===== src/rtl/mipi_csi_tx_pkg.sv =====
// Shared types and constants for the CSI-2 TX lane distributor.
// Provides the FSM state enum, the sync byte, the skew default and a skew clamp.
package mipi_csi_tx_pkg;

    typedef enum logic [1:0] {
        ST_IDLE  = 2'd0,
        ST_SYNC  = 2'd1,
        ST_DATA  = 2'd2,
        ST_DRAIN = 2'd3
    } state_t;

    localparam logic [7:0] SYNC_BYTE        = 8'hB8;
    localparam int         MAX_SKEW_DEFAULT = 7;

    // Clamp a 3-bit skew request to the configured maximum.
    function automatic logic [2:0] sat_skew(input logic [2:0] s, input int max_skew);
        if (int'(s) > max_skew) begin
            return 3'(max_skew);
        end
        return s;
    endfunction

endpackage


===== src/rtl/mipi_csi_tx_lane_distributor_if.sv =====
// Single-lane word stream between the distributor and a lane delay line.
// Ports: word (lane word), valid (lane valid); master drives, slave observes.
interface mipi_csi_tx_lane_distributor_if #(
    parameter int W = 16
);
    logic [W-1:0] word;
    logic         valid;

    modport master (output word, output valid);
    modport slave  (input  word, input  valid);
endinterface


===== src/rtl/mipi_csi_tx_lane_delay.sv =====
// Per-lane programmable delay: one capture register plus a MAX_SKEW-deep chain.
// Ports: clk_i, reset_i, skew_i (latched delay), in_if (pre-skew), out_if (delayed).
module mipi_csi_tx_lane_delay
    import mipi_csi_tx_pkg::*;
#(
    parameter int MIPI_GEAR = 16,
    parameter int MAX_SKEW  = MAX_SKEW_DEFAULT
) (
    input  logic                                  clk_i,
    input  logic                                  reset_i,
    input  logic [2:0]                            skew_i,
    mipi_csi_tx_lane_distributor_if.slave         in_if,
    mipi_csi_tx_lane_distributor_if.master        out_if
);

    localparam int DEPTH = MAX_SKEW + 1;

    logic [MIPI_GEAR-1:0] word_q [DEPTH];
    logic [MIPI_GEAR-1:0] word_d [DEPTH];
    logic [DEPTH-1:0]     valid_q;
    logic [DEPTH-1:0]     valid_d;
    logic [2:0]           sel;

    // Tap k holds the word created k+1 cycles ago.
    always_comb begin
        word_d[0]  = in_if.word;
        valid_d[0] = in_if.valid;
        for (int k = 1; k < DEPTH; k++) begin
            word_d[k]  = word_q[k-1];
            valid_d[k] = valid_q[k-1];
        end
    end

    always_ff @(posedge clk_i or posedge reset_i) begin
        if (reset_i) begin
            for (int k = 0; k < DEPTH; k++) begin
                word_q[k] <= '0;
            end
            valid_q <= '0;
        end else begin
            word_q  <= word_d;
            valid_q <= valid_d;
        end
    end

    assign sel          = sat_skew(skew_i, MAX_SKEW);
    assign out_if.word  = word_q[sel];
    assign out_if.valid = valid_q[sel];

endmodule


===== src/rtl/mipi_csi_tx_lane_distributor.sv =====
// CSI-2 TX lane distributor: splits packet beats across lanes, prefixes a sync word,
// applies per-lane skew. Ports: clk_i/reset_i, data_i/valid_i/last_i/last_lanes_i/ready_o
// beat input, skew_i, lane_bytes_o/lane_valid_o lane outputs, busy_o, underrun_o.
module mipi_csi_tx_lane_distributor
    import mipi_csi_tx_pkg::*;
#(
    parameter int MIPI_GEAR  = 16,
    parameter int MIPI_LANES = 4,
    parameter int MAX_SKEW   = MAX_SKEW_DEFAULT
) (
    input  logic                            clk_i,
    input  logic                            reset_i,
    input  logic [MIPI_GEAR*MIPI_LANES-1:0] data_i,
    input  logic                            valid_i,
    input  logic                            last_i,
    input  logic [2:0]                      last_lanes_i,
    output logic                            ready_o,
    input  logic [3*MIPI_LANES-1:0]         skew_i,
    output logic [MIPI_GEAR*MIPI_LANES-1:0] lane_bytes_o,
    output logic [MIPI_LANES-1:0]           lane_valid_o,
    output logic                            busy_o,
    output logic                            underrun_o
);

    localparam int CNT_W = $clog2(MAX_SKEW + 1) + 1;

    state_t                  state_q, state_d;
    logic [CNT_W-1:0]        cnt_q, cnt_d;
    logic [3*MIPI_LANES-1:0] skew_q, skew_d;

    logic [MIPI_GEAR-1:0]    pre_word [MIPI_LANES];
    logic [MIPI_LANES-1:0]   pre_valid;
    logic [2:0]              last_n;

    always_ff @(posedge clk_i or posedge reset_i) begin
        if (reset_i) begin
            state_q <= ST_IDLE;
            cnt_q   <= '0;
            skew_q  <= '0;
        end else begin
            state_q <= state_d;
            cnt_q   <= cnt_d;
            skew_q  <= skew_d;
        end
    end

    always_comb begin
        state_d = state_q;
        cnt_d   = cnt_q;
        skew_d  = skew_q;
        unique case (state_q)
            ST_IDLE: begin
                if (valid_i) begin
                    state_d = ST_SYNC;
                    // Skew is frozen here so mid-packet changes cannot tear lanes.
                    for (int i = 0; i < MIPI_LANES; i++) begin
                        skew_d[i*3 +: 3] = sat_skew(skew_i[i*3 +: 3], MAX_SKEW);
                    end
                end
            end
            ST_SYNC: state_d = ST_DATA;
            ST_DATA: begin
                if (valid_i && last_i) begin
                    state_d = ST_DRAIN;
                    cnt_d   = '0;
                end
            end
            ST_DRAIN: begin
                // Hold long enough for the slowest lane to flush its final word.
                if (cnt_q == CNT_W'(MAX_SKEW)) begin
                    state_d = ST_IDLE;
                end else begin
                    cnt_d = cnt_q + 1'b1;
                end
            end
            default: state_d = ST_IDLE;
        endcase
    end

    always_comb begin
        ready_o    = (state_q == ST_DATA);
        busy_o     = (state_q != ST_IDLE);
        underrun_o = (state_q == ST_DATA) && !valid_i;

        if (last_lanes_i == 3'd0 || int'(last_lanes_i) > MIPI_LANES) begin
            last_n = 3'(MIPI_LANES);
        end else begin
            last_n = last_lanes_i;
        end

        pre_valid = '0;
        for (int i = 0; i < MIPI_LANES; i++) begin
            pre_word[i] = '0;
        end

        if (state_q == ST_SYNC) begin
            for (int i = 0; i < MIPI_LANES; i++) begin
                pre_word[i]  = MIPI_GEAR'(SYNC_BYTE);
                pre_valid[i] = 1'b1;
            end
        end else if (state_q == ST_DATA && valid_i) begin
            // Unused lanes of a short final beat stay zero as well as invalid.
            for (int i = 0; i < MIPI_LANES; i++) begin
                if (!last_i || 3'(i) < last_n) begin
                    pre_word[i]  = data_i[i*MIPI_GEAR +: MIPI_GEAR];
                    pre_valid[i] = 1'b1;
                end
            end
        end
    end

    for (genvar g = 0; g < MIPI_LANES; g++) begin : g_lane
        mipi_csi_tx_lane_distributor_if #(.W(MIPI_GEAR)) pre_if ();
        mipi_csi_tx_lane_distributor_if #(.W(MIPI_GEAR)) post_if ();

        assign pre_if.word  = pre_word[g];
        assign pre_if.valid = pre_valid[g];

        mipi_csi_tx_lane_delay #(
            .MIPI_GEAR (MIPI_GEAR),
            .MAX_SKEW  (MAX_SKEW)
        ) u_delay (
            .clk_i   (clk_i),
            .reset_i (reset_i),
            .skew_i  (skew_q[g*3 +: 3]),
            .in_if   (pre_if.slave),
            .out_if  (post_if.master)
        );

        assign lane_bytes_o[g*MIPI_GEAR +: MIPI_GEAR] = post_if.word;
        assign lane_valid_o[g]                        = post_if.valid;
    end

endmodule


===== config.mk =====
export PLATFORM = sky130hd
export DESIGN_NAME = mipi_csi_tx_lane_distributor
export DESIGN_NICKNAME = d
export VERILOG_FILES = /design/src/rtl/mipi_csi_tx_pkg.sv /design/src/rtl/mipi_csi_tx_lane_distributor_if.sv /design/src/rtl/mipi_csi_tx_lane_delay.sv /design/src/rtl/mipi_csi_tx_lane_distributor.sv
export SDC_FILE = /design/constraint.sdc
export NUM_CORES = 1
export LEC_CHECK = 0
export ABC_CLOCK_PERIOD_IN_PS = 23000
export CAP_MARGIN = 40
export CORE_MARGIN = 2
export CORE_UTILIZATION = 30
export DETAILED_ROUTE_END_ITERATION = 10
export GPL_TIMING_DRIVEN = 0
export PLACE_DENSITY_LB_ADDON = 0.05
export SYNTH_ARGS = -nofsm -noshare
export SYNTH_HDL_FRONTEND = slang
export SYNTH_SLANG_ARGS = --single-unit

===== constraint.sdc =====
create_clock -name clk_i -period 23 [get_ports clk_i]
set_input_delay 4.6 -clock clk_i [delete_from_list [all_inputs] [get_ports clk_i]]
set_output_delay 4.6 -clock clk_i [all_outputs]
set_load 0.02 [all_outputs]

# Word-level counts from Yosys, hierarchy flattened
# Index checks and enable logic that the tools add are counted.
# op_classes
reduce_logical	17
n_addsub	1
n_bitwise	4
magnitude_cmp	13
eq_ne	8
mux	40
# op_table
op	n
16-bit binary-select mux with 3-bit select	4
16-bit 2-to-1 mux	12
64-bit 2-to-1 mux	2
4-bit greater-or-equal comparator (second input constant)	4
3-bit by 4-bit less-than comparator with 1-bit output (second input constant)	4
4-bit 2-to-1 mux	4
3-bit inverter with 4-bit output	4
1-bit binary-select mux with 3-bit select	4
1-bit 2-to-1 mux	8
2-bit case mux with 4 select lines	1
4-bit case mux with 2 select lines	1
1-bit by 3-bit less-than comparator with 1-bit output (first input constant)	2
2-bit by 3-bit less-than comparator with 1-bit output (first input constant)	2
2-bit 2-to-1 mux	3
2-bit != test (second input constant)	3
3-bit AND reduction	2
1-bit logical OR	5
4-bit by 1-bit adder with 4-bit output (second input constant)	1
2-bit equality test (second input constant)	2
4-bit by 3-bit equality test with 1-bit output (second input constant)	1
2-bit nonzero test	2
3-bit greater-than comparator (second input constant)	1
1-bit logical AND	3
3-bit zero test	1
6 further kinds	7
# totals
output_inout_bits	71
elab_cells	122
reg_bits	562
input_bits	83

# Depth between registers and ports, before layout
# Gate-level depths: netlist (run 1).
# logic_depth
word_depth	8
mapped_depth	7

# Cells and area by module
# A second synthesis (run 1) with hierarchy kept.
# unflattened
cells_unflattened	963
hier_area_um2	19646.3
# modules_own_cells
mod	seq_area_each_um2	area_each_um2	instances	cells_per_inst
mipi_csi_tx_lane_delay	3403.3	4524.3	4	198
mipi_csi_tx_lane_distributor	450.4	1549.0	1	171

# Least setup slack after synthesis (run 1)
# No wires, ideal clock.
# synth_path
path_type	in2out
startpoint	input valid_i
endpoint	output underrun_o
path_slack_ps	13336
path_stages	2
t_arrival_ps	5064
cell_sequence	buf_2 -> nor2b_1
# synth_between
elab_chain_cells	2
# synth_lines
element	line	rtl
from (decl)	mipi_csi_tx_lane_distributor.sv:14	input logic valid_i,
1-bit zero test	mipi_csi_tx_lane_distributor.sv:83	underrun_o = (state_q == ST_DATA) && !valid_i;
1-bit logical AND	mipi_csi_tx_lane_distributor.sv:83	
to (decl)	mipi_csi_tx_lane_distributor.sv:22	output logic underrun_o
# No other way between the ends.

# Worst setup path in the final report (run 1)
# Same ends and word-level chain as after synthesis.

==> results of run 1 <==
[layout by cell type, fill, tap and decap left out, drive strengths merged, types with 2 or more instances in the layout]
master         netlist  routed
dfrtp              562     562
clkdlybuf4s50        0     152
mux4               136     136
clkbuf              19     121
mux2                80      80
buf                 38      45
and2                37      37
a21o                16      16
nor3b               12      12
ha                   7       7
clkinv               0       7
inv                  5       7
nand2                6       6
a21oi                4       4
bufinv               0       4
nand2b               3       3
nand3                3       3
nor2b                3       3
nor2                 3       3
or2                  3       3
diode                0       2
nand4                2       2
a211o                2       2
a32o                 2       2
o21ai                2       2
o211ai               2       2
a31oi                2       2
clkinvlp             0       2
[layer usage]
metal  GRT usage  wire length (um)
met1       0.183             19800
met2       0.207             20500
met3      0.0330              2010
met4      0.0422               852
met5           0                30
[worst max-delay path, cell delays in order]
cell and delay (ns):
buf_2 0.17, nor2b_1 0.13, clkdlybuf4s50_1 0.61
[cells by family (layout without fill, tap and decap cells)]
group / count (synthesis) / in the layout / share of synthesized area
other: 0 / 2 / 0
DFF: 562 / 562 / 0.712
adders and majority gates: 7 / 7 / 0.00443
AOI/OAI and AO/OA: 37 / 37 / 0.0144
muxes: 216 / 216 / 0.222
and+or+nand+nor: 78 / 78 / 0.0245
buffers and inverters: 62 / 338 / 0.0222
[report_power, final]
part / internal, mW / switching (mW)
combinational: 0.455 / 0.435
sequential: 1.20 / 0.0999
clock: 0.663 / 0.402
total: 2.32 / 0.937
[final timing paths]
path / from / end / slack [ns]
min in group asynchronous: reset_i / g_lane[1].u_delay.word_d[98]$_DFF_PP0_ / 4.40
setup / recovery: valid_i / underrun_o / 12.89
hold / removal: g_lane[3].u_delay.word_d[27]$_DFF_PP0_ / g_lane[3].u_delay.word_d[11]$_DFF_PP0_ / 0.34
setup reg to reg: state_q[0]$_DFFE_PP0P_ / g_lane[0].u_delay.word_d[107]$_DFF_PP0_ / 20.34
max in group asynchronous: reset_i / g_lane[0].u_delay.word_d[78]$_DFF_PP0_ / 16.83
hold reg to reg: g_lane[3].u_delay.word_d[27]$_DFF_PP0_ / g_lane[3].u_delay.word_d[11]$_DFF_PP0_ / 0.34
[stage by stage]
stage / setup WS (ns) / area [um^2]
5_1_grt: 12.85 / 24800
3_5_place_dp: 12.87 / 22500
3_3_place_gp: -4.06 / 22400
4_1_cts: 12.87 / 24800
2_1_floorplan: 2.68 / 19800
6_report: 12.89 / 24800
[layout make-up]
class,instances,area [um^2]
repair buffers,159,1680
multi-input cells,338,5250
plain buffers,57,420
flip-flops and latches,562,14100
fillers,5961,40700
inverters,5,26.3
clock inverters,15,188
well taps,864,1080
diodes,2,5.00
clock buffers,102,2070
[sequential cells by signal (all words and copies together), names as in the netlist]
register and flops:
g_lane.u_delay.word_q 64, g_lane.u_delay.word_d 448, skew_q 12, state_q 2, g_lane.u_delay.valid_q 32, cnt_q 4
==> metrics.cfg, run 1 <==
[run_status]
status = finished clean

[timing]
setup_tns_ns = 0
max_freq_ghz = 0.0989
finalCritPeriodShare = 0.440
holdWs_ns = 0.341
worst_slew_margin_rel = 0.430
finalSetupViolCount = 0
worst_pin_slew_ns = 0.855
rsz0062_at_grt = no
min_period_ns = 10.11
drv_slew = 0
hold_viol_final = 0
clock-skew-final_ns = 0.0296

[setup_path]
critPathKind = in2out
worstSetupStartpointType = input port
end_kind = primary output
cp_max_fo = 9
critPathArrivalTime_ns = 5.51
r2r_cells = 7
required_ns = 18.40

[placement]
numPortBuffers = 152
place_inst = 1985
dp_hpwl_mm = 26.7
gp_congestion = 0.728

[clock_tree]
clock-root-buffer = clkbuf_16
clockBufferDepth = 3
clock-sinks = 562
clk_pin_slew_ns = 0.06
holdBufCountCts = 0
post_cts_buffers = 0
cts_made_buffers = 66
h-tree-depth = 3
clkLatencyLatePin_ns = 0.58
cts_tree = yes
post_cts_resized = 0

[final_layout]
syn2layout_area_growth_pct = 25.5
drive_gt1_frac = 0.209
final_util = 0.378
fin_cells = 2104
final_nets = 1279

[drt]
drc = 0
drtAntennaViolNets = 0
first_pass_iters = 4
viasPerCell = 4.50
routed_wl_mm = 43.2
drt-initial-drc-count = 463
post_drt_wl_per_cell_um = 20.5
vias = 9474

[synth]
yosysTopAreaCell = dfrtp_1
synth_commonest_cells = dfrtp_1 (562), mux4_1 (114), mux2_2 (80)
yosysWarnings = 0
ys.flop_type = dfrtp_1
synth_top_cells_by_area = dfrtp_1 (71%), mux4_1 (15%), mux2_2 (4.6%)
syn_inst = 962
syn_area_mm2 = 0.0198
synth_edf_count = 0
yosysSeqAreaShare = 0.712
yosysUniqueCellTypes = 43
synth_most_common_cell = dfrtp_1
synth_nets = 1052
ys_ff_latch = 562
avgSynthCellArea_um2 = 20.5
synthArstFlopShare = 1.00
yosysTopAreaCellShare = 0.712

[global_route]
antenna_found_initial = 4
grt_pass1_wl_mm = 67.4
grt_pass1_vias = 10600
grt_max_degree = 126
grt-ovfl-total = 0
track_usage = 0.133

[die]
start_util = 0.302
die_area_mm2 = 0.0679
die_x_um = 261
coreArea_mm2 = 0.0655
io_pins = 154
rows = 94
die_y_um = 261

[hold_path]
min_path_type = reg2reg
hold_path_depth = 0

[power_and_ir_drop]
total_power_mw = 3.26
irDropWorstVdd_mv = 0.0639
p_leak_nw = 12.0
p_per_area_mw_per_mm2 = 131

[flow_run]
drv_cap = 0

Note: power is estimated with default switching activity, not from simulation.
==> inputs of run 2 (changes only) <==
ABC_CLOCK_PERIOD_IN_PS = 9900   (was 23000)
clock period = 9.9 ns   (was 23 ns; I/O delays follow)
==> metrics.cfg, run 2 (same netlist as run 1, synthesis figures left out) <==
[final_layout]
final_util = 0.376
largest_register_ffs = 448
layout_commonest_cell = dfrtp_1
drive_gt1_frac = 0.203
syn2layout_area_growth_pct = 24.7
final_nets = 1286
layout_common_cells = dfrtp_1 (562), clkdlybuf4s50_1 (152), mux4_1 (114)
post-route-cell-area_mm2 = 0.0246
fin_cells = 2106

[drt]
routed_wl_mm = 43.4
viasPerCell = 4.51
post_drt_wl_per_cell_um = 20.6
drc = 0
vias = 9492
drtAntennaViolNets = 0
first_pass_iters = 6
drt-initial-drc-count = 404

[timing]
drv_slew = 0
hold_viol_final = 0
clock-skew-final_ns = 0.0185
min_period_ns = 5.09
worst_slew_margin_rel = 0.424
finalCritPeriodShare = 0.514
finalSetupViolCount = 0
worst_pin_slew_ns = 0.864
fin_ws_ns = 4.81
setup_tns_ns = 0
max_freq_ghz = 0.196
rsz0062_at_grt = no

[die]
rows = 94
coreArea_mm2 = 0.0655
die_y_um = 261
die_area_mm2 = 0.0679
io_pins = 154
die_x_um = 261
start_util = 0.302

[setup_path]
critPathArrivalTime_ns = 3.11
worstSetupStartpointType = register
cp_max_fo = 10
required_ns = 7.92
critPathKind = reg2out
end_kind = primary output

[clock_tree]
h-tree-depth = 2
clkLatencyLatePin_ns = 0.61
clk_pin_slew_ns = 0.06
holdBufCountCts = 0
clockBufferDepth = 3
cts_tree = yes
post_cts_buffers = 0
post_cts_resized = 0
clock-sinks = 562
clock-root-buffer = clkbuf_16
cts_made_buffers = 61

[global_route]
grt_pass1_vias = 10800
grt_pass1_wl_mm = 68.1
antenna_found_initial = 5
track_usage = 0.133
grt-ovfl-total = 0
grt_max_degree = 40

[placement]
dp_hpwl_mm = 28.0
place_inst = 1997
pre_cts_ws_ns = 5.02
gp_congestion = 0.716
placed_area_mm2 = 0.0227
numPortBuffers = 152

[power_and_ir_drop]
intPower_mw = 5.14
seqPwrFrac = 0.415
power_frac_clock = 0.300
irDropWorstVdd_mv = 0.165
p_sw_frac = 0.295
p_per_area_mw_per_mm2 = 296
combPwrFrac = 0.285
p_leak_nw = 11.9
p_sw_mw = 2.15

[run_status]
status = finished clean

[hold_path]
min_path_type = reg2reg

[flow_run]
drv_cap = 0

run 2: cell types whose count changed in the layout (fill, tap and decap cells not counted), sizes merged:
cell / before / now
clkinvlp: 2 / 1
clkbuf: 121 / 108
inv: 7 / 6
clkinv: 7 / 13
diode: 2 / 1
buf: 45 / 57
run 2: worst paths after layout:
kind                                                   startpoint                                       to  slack [ns]  cells past startpoint
min                        g_lane[3].u_delay.word_d[20]$_DFF_PP0_    g_lane[3].u_delay.word_d[4]$_DFF_PP0_        0.36                      0
max                                         skew_q[8]$_DFFE_PP0P_                         lane_bytes_o[37]        4.81                      5
max reg2reg                                state_q[0]$_DFFE_PP0P_  g_lane[0].u_delay.word_d[109]$_DFF_PP0_        7.19                      7
min in group asynchronous                                 reset_i   g_lane[2].u_delay.word_d[17]$_DFF_PP0_        1.69                      2
max in group asynchronous                                 reset_i   g_lane[1].u_delay.word_d[58]$_DFF_PP0_        6.80                      7
min reg2reg                g_lane[3].u_delay.word_d[20]$_DFF_PP0_    g_lane[3].u_delay.word_d[4]$_DFF_PP0_        0.36                      0
run 2: layout make-up:
class,count,area [um^2]
Clock buffer,89,1700
Multi-Input combinational cell,338,5250
Clock inverter,19,206
Buffer,57,420
Inverter,5,22.5
Timing Repair Buffer,171,1890
Tap cell,864,1080
Antenna cell,1,2.50
Sequential cell,562,14100
Fill cell,5969,40900
run 2: critical path, stage by stage (launching register included):
cell	delay, ns
dfrtp_1	0.32
buf_2	0.23
clkbuf_1	0.68
mux4_1	0.39
mux2_2	0.27
clkdlybuf4s50_1	0.60
run 2: metrics by stage:
step	hold slack, ns	total power, mW
6_report	0.361	7.29
5_1_grt	0.367	7.71
4_1_cts	0.364	7.48
3_5_place_dp	0.350	5.22
3_3_place_gp	0.349	5.21
2_1_floorplan	0.346	4.35
run 2: power by group through the flow:
stage / Combinational, mW / Sequential, mW / Clock (mW)
6_report: 2.08 / 3.03 / 2.19
5_1_grt: 2.24 / 3.10 / 2.37
4_1_cts: 2.16 / 3.04 / 2.28
3_5_place_dp: 2.15 / 3.07 / 0
3_3_place_gp: 2.13 / 3.08 / 0
2_1_floorplan: 1.37 / 2.98 / 0
run 2: routing by layer:
metal,vias to the layer above,routed length (um),GRT usage
li1,4114,-,-
met1,5136,20000,0.189
met2,160,20600,0.206
met3,78,1870,0.0289
met4,4,890,0.0405
met5,-,29,0
==> inputs of run 3 (changes only) <==
ABC_CLOCK_PERIOD_IN_PS = 4950   (was 9900)
clock period = 4.95 ns   (was 9.9 ns; I/O delays follow)
==> results of run 3 <==
The final DEF is identical to that of run 2. Status: finished clean.
Main changes from that run: setup slack after placement 5.02 ns -> 1.06 ns; setup slack after layout 4.81 ns -> 0.847 ns; register-to-register setup slack 7.19 ns -> 2.24 ns; total power 7.29 mW -> 14.6 mW; worst IR drop on VDD 0.165 mV -> 0.330 mV
